==> src/rtl/cp0_if.sv <==
// CP0 access bundle between the pipeline (master) and the CP0 register file (slave).
interface cp0_if;
  logic        cp_read_en;
  logic [4:0]  cp_read_addr;
  logic [31:0] cp_read_data;
  logic        cp_write_en;
  logic [4:0]  cp_write_addr;
  logic [31:0] cp_write_data;
  logic        exc_valid;
  logic [4:0]  exc_code;
  logic [31:0] exc_pc;
  logic        exc_in_delay_slot;
  logic [31:0] exc_badvaddr;
  logic        eret;
  logic [5:0]  hw_int;
  logic [31:0] status;
  logic [31:0] cause;
  logic [31:0] epc;
  logic        int_pending;

  modport master (
    output cp_read_en, cp_read_addr, cp_write_en, cp_write_addr, cp_write_data,
    output exc_valid, exc_code, exc_pc, exc_in_delay_slot, exc_badvaddr, eret, hw_int,
    input  cp_read_data, status, cause, epc, int_pending
  );

  modport slave (
    input  cp_read_en, cp_read_addr, cp_write_en, cp_write_addr, cp_write_data,
    input  exc_valid, exc_code, exc_pc, exc_in_delay_slot, exc_badvaddr, eret, hw_int,
    output cp_read_data, status, cause, epc, int_pending
  );
endinterface

==> src/rtl/cp0_regs.sv <==
// Coprocessor-0 register file: BadVAddr, Count/Compare timer, Status, Cause, EPC,
// exception entry, ERET and interrupt request generation.
module cp0_regs #(
  parameter logic [31:0] STATUS_RESET = 32'h0040_0000,
  parameter int          COUNT_DIV    = 2
) (
  input logic  clk,
  input logic  rst,
  cp0_if.slave bus
);

  localparam logic [4:0]  ADDR_BADVADDR = 5'd8;
  localparam logic [4:0]  ADDR_COUNT    = 5'd9;
  localparam logic [4:0]  ADDR_COMPARE  = 5'd11;
  localparam logic [4:0]  ADDR_STATUS   = 5'd12;
  localparam logic [4:0]  ADDR_CAUSE    = 5'd13;
  localparam logic [4:0]  ADDR_EPC      = 5'd14;
  localparam logic [31:0] STATUS_WMASK  = 32'h0000_FF03;
  localparam logic [31:0] STATUS_BEV    = 32'h0040_0000;
  localparam logic        DIV_LAST      = 1'(COUNT_DIV - 1);

  logic [31:0] badvaddr_r, count_r, compare_r, status_r, cause_r, epc_r;
  logic        div_r;
  logic [31:0] badvaddr_s, count_s, compare_s, status_s, cause_s, epc_s;
  logic        div_s, tick_s, wr_count_s, wr_compare_s;

  // Next-state for timer, exception entry, ERET and MTC0 updates.
  always_comb begin
    badvaddr_s   = badvaddr_r;
    count_s      = count_r;
    compare_s    = compare_r;
    status_s     = status_r;
    cause_s      = cause_r;
    epc_s        = epc_r;
    tick_s       = (div_r == DIV_LAST);
    div_s        = tick_s ? 1'b0 : div_r + 1'b1;
    wr_count_s   = bus.cp_write_en && (bus.cp_write_addr == ADDR_COUNT);
    wr_compare_s = bus.cp_write_en && (bus.cp_write_addr == ADDR_COMPARE);

    if (wr_count_s) begin
      count_s = bus.cp_write_data;
    end else if (tick_s) begin
      count_s = count_r + 32'd1;
    end else begin
      count_s = count_r;
    end

    if (wr_compare_s) begin
      compare_s   = bus.cp_write_data;
      cause_s[30] = 1'b0;
    end else if (count_r == compare_r) begin
      cause_s[30] = 1'b1;
    end else begin
      cause_s[30] = cause_r[30];
    end

    // The timer folds into IP7 using the TI value held before this edge.
    cause_s[15:10] = {bus.hw_int[5] | cause_r[30], bus.hw_int[4:0]};

    if (bus.exc_valid) begin
      if (!status_r[1]) begin
        epc_s       = bus.exc_in_delay_slot ? bus.exc_pc - 32'd4 : bus.exc_pc;
        cause_s[31] = bus.exc_in_delay_slot;
      end else begin
        epc_s       = epc_r;
        cause_s[31] = cause_r[31];
      end
      status_s[1]  = 1'b1;
      cause_s[6:2] = bus.exc_code;
      if ((bus.exc_code == 5'd4) || (bus.exc_code == 5'd5)) begin
        badvaddr_s = bus.exc_badvaddr;
      end else begin
        badvaddr_s = badvaddr_r;
      end
    end else if (bus.eret) begin
      status_s[1] = 1'b0;
    end else if (bus.cp_write_en) begin
      case (bus.cp_write_addr)
        ADDR_STATUS: status_s     = (bus.cp_write_data & STATUS_WMASK) | STATUS_BEV;
        ADDR_CAUSE:  cause_s[9:8] = bus.cp_write_data[9:8];
        ADDR_EPC:    epc_s        = bus.cp_write_data;
        default:     epc_s        = epc_r;
      endcase
    end else begin
      status_s = status_r;
    end
  end

  // State registers.
  always_ff @(posedge clk or negedge rst) begin
    if (!rst) begin
      badvaddr_r <= 32'h0;
      count_r    <= 32'h0;
      compare_r  <= 32'h0;
      status_r   <= STATUS_RESET;
      cause_r    <= 32'h0;
      epc_r      <= 32'h0;
      div_r      <= 1'b0;
    end else begin
      badvaddr_r <= badvaddr_s;
      count_r    <= count_s;
      compare_r  <= compare_s;
      status_r   <= status_s;
      cause_r    <= cause_s;
      epc_r      <= epc_s;
      div_r      <= div_s;
    end
  end

  // MFC0 read mux; unmapped registers read as zero.
  always_comb begin
    bus.cp_read_data = 32'h0;
    if (bus.cp_read_en) begin
      case (bus.cp_read_addr)
        ADDR_BADVADDR: bus.cp_read_data = badvaddr_r;
        ADDR_COUNT:    bus.cp_read_data = count_r;
        ADDR_COMPARE:  bus.cp_read_data = compare_r;
        ADDR_STATUS:   bus.cp_read_data = status_r;
        ADDR_CAUSE:    bus.cp_read_data = cause_r;
        ADDR_EPC:      bus.cp_read_data = epc_r;
        default:       bus.cp_read_data = 32'h0;
      endcase
    end else begin
      bus.cp_read_data = 32'h0;
    end
  end

  assign bus.status      = status_r;
  assign bus.cause       = cause_r;
  assign bus.epc         = epc_r;
  assign bus.int_pending = status_r[0] & ~status_r[1] & (|(cause_r[15:8] & status_r[15:8]));

endmodule

==> src/flat_wrapper.sv <==
// flat-port wrapper written by rule: the top's interface ports become plain ports
module cp0_regs_flat 
#(
  parameter logic [31:0] STATUS_RESET = 32'h0040_0000,
  parameter int          COUNT_DIV    = 2
)
  (clk, rst, bus_cp_read_en, bus_cp_read_addr, bus_cp_write_en, bus_cp_write_addr, bus_cp_write_data, bus_exc_valid, bus_exc_code, bus_exc_pc, bus_exc_in_delay_slot, bus_exc_badvaddr, bus_eret, bus_hw_int, bus_cp_read_data, bus_status, bus_cause, bus_epc, bus_int_pending);
  cp0_if bus_i ();
  input logic clk;
  input logic rst;
  input wire logic [$bits(bus_i.cp_read_en)-1:0] bus_cp_read_en;
  input wire logic [$bits(bus_i.cp_read_addr)-1:0] bus_cp_read_addr;
  input wire logic [$bits(bus_i.cp_write_en)-1:0] bus_cp_write_en;
  input wire logic [$bits(bus_i.cp_write_addr)-1:0] bus_cp_write_addr;
  input wire logic [$bits(bus_i.cp_write_data)-1:0] bus_cp_write_data;
  input wire logic [$bits(bus_i.exc_valid)-1:0] bus_exc_valid;
  input wire logic [$bits(bus_i.exc_code)-1:0] bus_exc_code;
  input wire logic [$bits(bus_i.exc_pc)-1:0] bus_exc_pc;
  input wire logic [$bits(bus_i.exc_in_delay_slot)-1:0] bus_exc_in_delay_slot;
  input wire logic [$bits(bus_i.exc_badvaddr)-1:0] bus_exc_badvaddr;
  input wire logic [$bits(bus_i.eret)-1:0] bus_eret;
  input wire logic [$bits(bus_i.hw_int)-1:0] bus_hw_int;
  output wire logic [$bits(bus_i.cp_read_data)-1:0] bus_cp_read_data;
  output wire logic [$bits(bus_i.status)-1:0] bus_status;
  output wire logic [$bits(bus_i.cause)-1:0] bus_cause;
  output wire logic [$bits(bus_i.epc)-1:0] bus_epc;
  output wire logic [$bits(bus_i.int_pending)-1:0] bus_int_pending;
  assign bus_i.cp_read_en = bus_cp_read_en;
  assign bus_i.cp_read_addr = bus_cp_read_addr;
  assign bus_i.cp_write_en = bus_cp_write_en;
  assign bus_i.cp_write_addr = bus_cp_write_addr;
  assign bus_i.cp_write_data = bus_cp_write_data;
  assign bus_i.exc_valid = bus_exc_valid;
  assign bus_i.exc_code = bus_exc_code;
  assign bus_i.exc_pc = bus_exc_pc;
  assign bus_i.exc_in_delay_slot = bus_exc_in_delay_slot;
  assign bus_i.exc_badvaddr = bus_exc_badvaddr;
  assign bus_i.eret = bus_eret;
  assign bus_i.hw_int = bus_hw_int;
  assign bus_cp_read_data = bus_i.cp_read_data;
  assign bus_status = bus_i.status;
  assign bus_cause = bus_i.cause;
  assign bus_epc = bus_i.epc;
  assign bus_int_pending = bus_i.int_pending;
  cp0_regs #(.STATUS_RESET(STATUS_RESET), .COUNT_DIV(COUNT_DIV)) u_core (.clk(clk), .rst(rst), .bus(bus_i));
endmodule
==> config.mk <==
export PLATFORM = sky130hd
export DESIGN_NAME = cp0_regs_flat
export DESIGN_NICKNAME = d
export VERILOG_FILES = /design/src/rtl/cp0_if.sv /design/src/rtl/cp0_regs.sv /design/src/flat_wrapper.sv
export SDC_FILE = /design/constraint.sdc
export NUM_CORES = 1
export LEC_CHECK = 0
export ABC_AREA = 0
export CORE_AREA = 2 2 184 114
export DETAILED_ROUTE_END_ITERATION = 16
export DIE_AREA = 0 0 186 116
export DONT_BUFFER_PORTS = 1
export SLEW_MARGIN = 20
export SYNTH_ARGS = -nofsm -noshare
export SYNTH_HDL_FRONTEND = slang
export SYNTH_SLANG_ARGS = --single-unit
==> constraint.sdc <==
create_clock -name clk -period 6.5 [get_ports clk]
set_clock_uncertainty 0.15 [all_clocks]
set_input_delay 0.325 -clock clk [delete_from_list [all_inputs] [get_ports clk]]
set_output_delay 0.325 -clock clk [all_outputs]
set_load 0.005 [all_outputs]
==> results of run 1 <==
-- routing by layer --
| layer | routed length, um | part of all wire (%) |
|---|---|---|
| met5 | 0 | 0 |
| met4 | 448 | 1.4 |
| met3 | 3480 | 11 |
| met2 | 14400 | 45 |
| met1 | 13900 | 43 |
-- path summary, 6_finish.rpt --
check	to	start	cells after the start
max in group asynchronous	u_core.bus.status[0]	rst	2
worst min-delay path	u_core.bus.epc[23]	bus_exc_valid	3
worst max-delay path	u_core.count_r[22]	u_core.count_r[0]	6
min in group asynchronous	u_core.badvaddr_r[13]	rst	2
worst min register to register	u_core.badvaddr_r[30]	u_core.badvaddr_r[30]	1
worst max register to register	u_core.count_r[22]	u_core.count_r[0]	6
-- metrics by stage --
step / cells / cell area [um^2] / hold WS, ns
floorplan: 922 / 8950 / -0.121
global placement: 1108 / 8910 / -0.115
detailed placement: 1108 / 8910 / -0.117
CTS: 1248 / 10600 / 0.00226
global route: 1250 / 10600 / 0.0354
finish: 1252 / 10600 / 0.00533
-- worst min-delay path, stage by stage --
cell	delay (ns)
nor2_1	0.02
nor2_1	0.08
a22o_1	0.12
-- state kept, by name (all words and copies together), names as in the netlist --
name / flops
u_core.bus.status: 10
u_core.div_r: 1
u_core.count_r: 32
u_core.bus.cause: 15
u_core.badvaddr_r: 32
u_core.bus.epc: 32
u_core.compare_r: 32
-- power groups by stage --
stage | clock (mW) | combinational (mW) | sequential, mW
6_report | 0.985 | 0.564 | 1.41
5_1_grt | 1.04 | 0.616 | 1.44
4_1_cts | 0.990 | 0.555 | 1.40
3_5_place_dp | 0 | 0.454 | 1.42
3_3_place_gp | 0 | 0.446 | 1.41
2_1_floorplan | 0 | 0.422 | 1.30
-- kinds of logic (layout without fill, tap and decap cells) --
logic type / Yosys count / count (layout) / share of synthesized area, %
buf+inv: 111 / 164 / 6.42
other cells: 2 / 43 / 0.0853
simple gates: 233 / 233 / 14.5
mux: 99 / 99 / 12.4
xor+xnor: 84 / 84 / 8.35
fa+ha+maj: 2 / 2 / 0.284
flops: 154 / 154 / 43.8
compound gates: 200 / 200 / 14.2
-- synthesized netlist by cell type, types with 2 or more instances --
master and count:
dfrtp_1 154, mux2_2 81, nand2_1 61, a21oi_1 60, o21ai_0 56, clkbuf_1 52, xnor2_1 50, a22oi_1 42
nor2_1 40, buf_4 39, xor2_1 34, nand4_1 31, mux2i_1 18, a222oi_1 15, nor3_1 14, nor3b_1 14
inv_1 13, nor4_1 13, nand3_1 11, a21boi_0 8, nand3b_1 7, or3_1 7, or4_1 7, and3_1 6
buf_1 5, o31ai_1 4, nor4b_1 3, or2_2 3, a211oi_1 2, a21o_1 2, a22o_1 2, and2_1 2
and4_1 2, buf_2 2, conb_1 2, ha_1 2, nand4bb_1 2, nor4_2 2, nor4b_2 2, o21ai_1 2
-- cell type report --
class / count / area share (%)
Antenna cell: 4 / 0.0945
Sequential cell: 154 / 36.4
Inverter: 13 / 0.461
Multi-Input combinational cell: 657 / 43.3
Tap cell: 273 / 3.22
Timing Repair Buffer: 121 / 11.3
Clock inverter: 9 / 0.945
Clock buffer: 21 / 4.25
==> run_results.csv, run 1 <==
group,metric,value,unit
run_status,status,"completed",
global_routing,track_usage,30.2,%
floorplanning,initial_utilization,44.6,%
finish,drive_gt1_share,14.2,%
route,routed_via_density,5.99,
global_routing,grt_pass1_wl,47.0,mm
timing,layout_setup_ws,3.81,ns
finish,design.final.nets,1090,
critical_path,cp_cell_sequence,"ha_1, nand4_1, nor3_1, nand4_1, xnor2_1, o21ai_0",
finish,multi_input_area,4590,um^2
global_routing,met2_usage,45.6,%
finish,area_delta_synth_final,20.3,%
route,wire_per_inst,25.7,um
timing,worst_pin_slew,1.09,ns
cts,clockBufferDepth,2,
cts,cts.clk_slew.worst_paths,0.07,ns
finish,fillers,1833,
floorplanning,die_h,116,um
timing,slew_headroom,27.1,%
synth,netlist_top_cells_area,"dfrtp_1 44%, mux2_2 10%, xnor2_1 5.0%",
critical_path,cp_common_cell,"nand4_1",
timing,hold_viol,0,
finish,seq_area,3850,um^2
global_routing,antenna_found_initial,2,
cts,clock_latency,0.44,ns
critical_path,rrSetupSlack,3.81,ns
synth,syn_area,8810,um^2
global_routing,use_met3,9.33,%
place,place.gp.congestion,0.919,
global_routing,grt_max_degree,155,
power,intPower,2.01,mW
route,dr_total_vias,7496,
critical_path,startpoint_type,"register",
cts,cts_buffers,17,
cts,root_buffer,"clkbuf_16",
power,power.total,2.96,mW
route,drtPass1Iterations,10,
floorplanning,fp.coreArea,19800,um^2
critical_path,critPathSlowestCell,"nor3_1",
floorplanning,fp.dieW,186,um
synth,synth-edff-count,0,
power,leakagePower,4.10,nW
place,dp_hpwl,22.4,mm
synth,synth-async-reset-ratio,100,%
critical_path,path_class,"register to register",
synth,yosysUniqueCellTypes,53,
power,power_switching,0.951,mW
cts,postCtsSetupRepairBufs,0,
route,drt_iter0_markers,883,
cts,tritoncts,"done",
cts,cts_hold_buf,110,
finish,layout_commonest_cell,"dfrtp_1",
place,io_buffers,0,
worst_hold_path,worstHoldPathType,"input pin to register",
synth,ys_seq_elements,154,
timing,setup_viol,0,
global_routing,first_global_vias,7174,
power,ir_drop,0.188,mV
critical_path,critPathArrivalTime,2.83,ns
critical_path,max_stage_delay,0.89,ns
critical_path,endpoint_kind,"register",
timing,rsz0062_at_grt,"no",
global_routing,busiest_layer,"met2",
timing,tns,0,ns
synth,synth_top_cell_by_area,"dfrtp_1",
synth,yosys.area.top_type_share,43.8,%
critical_path,crit_buf_inv,0,
finish,layout_common_cells,"154 x dfrtp_1, 109 x dlygate4sd3_1, 81 x mux2_2",
global_routing,grt_overflow,0,
synth,yosysWarnings,0,
cts,htreeDepth,4,
cts,clock_sinks,154,
timing,fin_crit,2.69,ns
cts,cts_resized,0,
global_routing,met1_usage,42.1,%
timing,final_max_slew_viol_count,0,
synth,synth_seq_area_share,43.8,%
finish,fin_util,53.6,%
place,dp_slack,3.80,ns
critical_path,crit_family,"simple AND/OR/NAND/NOR gates",
critical_path,path_max_fanout,7,
power,p_per_area,279,nW/um^2
timing,fmax,0.372,GHz
synth,synth_cells,885,
timing,period_share,41.3,%
route,antenna_left,0,
synth,syn_avg_cell_area,9.95,um^2
synth,synth_ff_type,"dfrtp_1",
route,drt-total-wl,32.2,mm
floorplanning,io_pins,253,
floorplanning,dieArea,21600,um^2
power,p_comb_share,19.0,%
job,drv_cap,0,
power,seqPwrFrac,47.7,%
power,switching_share,32.1,%
power,p_clk_share,33.3,%
route,route.detailed.drc,0,
critical_path,crit_required,6.64,ns
floorplanning,rows,40,
Power figures use the tool's default switching activity.
==> inputs of run 2 (changes only) <==
- clock period: 6.5 -> 2.45 ns (I/O delays scaled with it)
==> run 2 against run 1 <==
The flow now finishes with violations (negative hold slack); cell count rose by 9.3%; register-to-register slack got worse by 3.7 ns; clock power rose to 2.9 times the previous value; worst setup slack got worse by 3.8 ns; worst hold slack got worse by 0.78 ns; sequential share of layout area fell by 3.8 points; critical path depth rose by 1; via count rose by 7.1%; utilization rose by 6.4 points; count of clock-buffer cells in the layout fell by 1; routed wire length rose by 4.0%; critical path type is now input pin to register.
==> run_results.csv, run 2 (synthesis gave the netlist of run 1 again) <==
group,metric,value,unit
timing,worst_pin_slew,0.573,ns
finish,multi_input_area,4620,um^2
power,seqPwrFrac,44.0,%
critical_path,startpoint_type,"input pin",
power,leakagePower,4.63,nW
route,route.detailed.drc,0,
timing,hold_viol,154,
power,p_clk_share,34.2,%
global_routing,first_global_vias,7819,
floorplanning,fp.coreArea,19800,um^2
finish,area_delta_synth_final,34.6,%
cts,cts_buffers,17,
power,p_comb_share,21.8,%
critical_path,critPathArrivalTime,2.62,ns
critical_path,crit_required,2.66,ns
timing,hold_ws,-0.775,ns
cts,clock_latency,0.44,ns
floorplanning,initial_utilization,44.6,%
place,dp_slack,0.219,ns
critical_path,path_class,"input pin to register",
global_routing,grt_max_degree,155,
place,dp_hpwl,22.2,mm
route,drtPass1Iterations,8,
critical_path,rrSetupSlack,0.10,ns
critical_path,cp_cell_sequence,"dlygate4sd3_1, or4_4, buf_4, or3_1, xor2_1, dlygate4sd3_1, o21ai_1",
critical_path,critPathSlowestCell,"dlygate4sd3_1",
floorplanning,fp.dieW,186,um
global_routing,antenna_found_initial,2,
critical_path,r2r_cells,7,
timing,layout_setup_ws,0.0406,ns
finish,layout_commonest_cell,"dlygate4sd3_1",
critical_path,endpoint_kind,"register",
cts,root_buffer,"clkbuf_16",
critical_path,cp_common_cell,"dlygate4sd3_1",
critical_path,max_stage_delay,0.59,ns
route,routed_via_density,5.87,
floorplanning,die_h,116,um
cts,clock_sinks,154,
place,io_buffers,0,
timing,period_share,98.3,%
finish,layout_common_cells,"179 x dlygate4sd3_1, 148 x dfrtp_1, 81 x mux2_2",
timing,fin_crit,2.41,ns
critical_path,crit_family,"buffers and inverters",
cts,htreeDepth,4,
cts,clockBufferDepth,2,
critical_path,r2r-end,"u_core.count_r[16]",
worst_hold_path,worstHoldPathType,"input pin to async pin",
cts,cts_hold_buf,182,
power,ir_drop,0.549,mV
finish,fin_util,60.0,%
power,power.total,8.40,mW
run_status,status,"complete, but fails checks",
global_routing,grt_overflow,0,
route,drt_iter0_markers,789,
timing,tns,0,ns
route,antenna_left,0,
cts,cts.clk_slew.worst_paths,0.07,ns
place,place.gp.congestion,0.914,
global_routing,track_usage,30.4,%
timing,final_max_slew_viol_count,0,
power,p_per_area,709,nW/um^2
route,wire_per_inst,24.5,um
run_status,violations,"negative hold slack",
floorplanning,dieArea,21600,um^2
job,drv_cap,0,
power,intPower,5.77,mW
timing,fmax,0.415,GHz
critical_path,r2r_start,"u_core.count_r[0]",
finish,drive_gt1_share,18.1,%
timing,setup_viol,0,
floorplanning,io_pins,253,
cts,tritoncts,"done",
route,drt-total-wl,33.5,mm
power,power_switching,2.62,mW
timing,slew_headroom,61.8,%
global_routing,grt_pass1_wl,47.9,mm
route,dr_total_vias,8026,
critical_path,crit_buf_inv,3,
critical_path,path_max_fanout,4,
finish,seq_area,3860,um^2
finish,fillers,1665,
floorplanning,rows,40,
finish,design.final.nets,1206,
power,switching_share,31.2,%
## run 2: how the worst max path moves through the flow
| stage | start | end | cells after the start | slack [ns] |
|---|---|---|---|---|
| 2_1_floorplan | bus_exc_pc[8] | u_core.bus.epc[26] | 5 | 0.29 |
| 3_3_place_gp | bus_exc_pc[8] | u_core.bus.epc[25] | 5 | 0.23 |
| 3_5_place_dp | bus_exc_pc[8] | u_core.bus.epc[25] | 5 | 0.22 |
| 4_1_cts | bus_exc_valid | u_core.bus.epc[3] | 9 | 0.005 |
| 5_1_grt | bus_exc_valid | u_core.bus.epc[3] | 9 | -0.02 |
| 6_report | bus_exc_pc[5] | u_core.bus.epc[13] | 7 | 0.04 |
## run 2: stage by stage
step / instance area [um^2] / cells
floorplan: 8950 / 922
global placement: 9170 / 1136
detailed placement: 9170 / 1136
CTS: 11600 / 1350
global route: 11900 / 1368
finish: 11900 / 1368
## run 2: area by class of cell
| cell class | instances | area share [%] |
|---|---|---|
| clock inverters | 12 | 1.34 |
| repair buffers | 237 | 19.8 |
| multi-input cells | 657 | 39.0 |
| diodes | 2 | 0.0422 |
| flip-flops and latches | 154 | 32.6 |
| inverters | 13 | 0.412 |
| well taps | 273 | 2.88 |
| clock buffers | 20 | 3.94 |
## run 2: metal layers
metal  wire, um  up-vias  track usage, %
met5          0        -               0
met4        847        0            10.4
met3       4200       61            10.2
met2      14700      495            46.5
met1      13700     3927            40.5
li1           -     3543               -
## run 2: worst register-to-register path, cell delays in order (launching register included)
cell	delay, ns
dfrtp_2	0.39
ha_1	0.25
nand4_1	0.24
nor4_2	0.30
buf_4	0.16
xnor2_1	0.10
o21ai_0	0.09
dlygate4sd3_1	0.56
## run 2: power groups by stage
stage          Combinational [mW]  Sequential, mW  Clock (mW)
3_5_place_dp                 1.30            3.71           0
3_3_place_gp                 1.28            3.70           0
2_1_floorplan                1.12            3.45           0
4_1_cts                      1.70            3.67        2.88
5_1_grt                      1.98            3.77        3.00
6_report                     1.83            3.70        2.87
## run 2: timing repair
item / in CTS / in global routing
gates resized for setup: 0 / 22
hold endpoints to repair: 306 / 154
endpoints found under the setup margin: 0 / 19
buffers inserted: 0 / 13
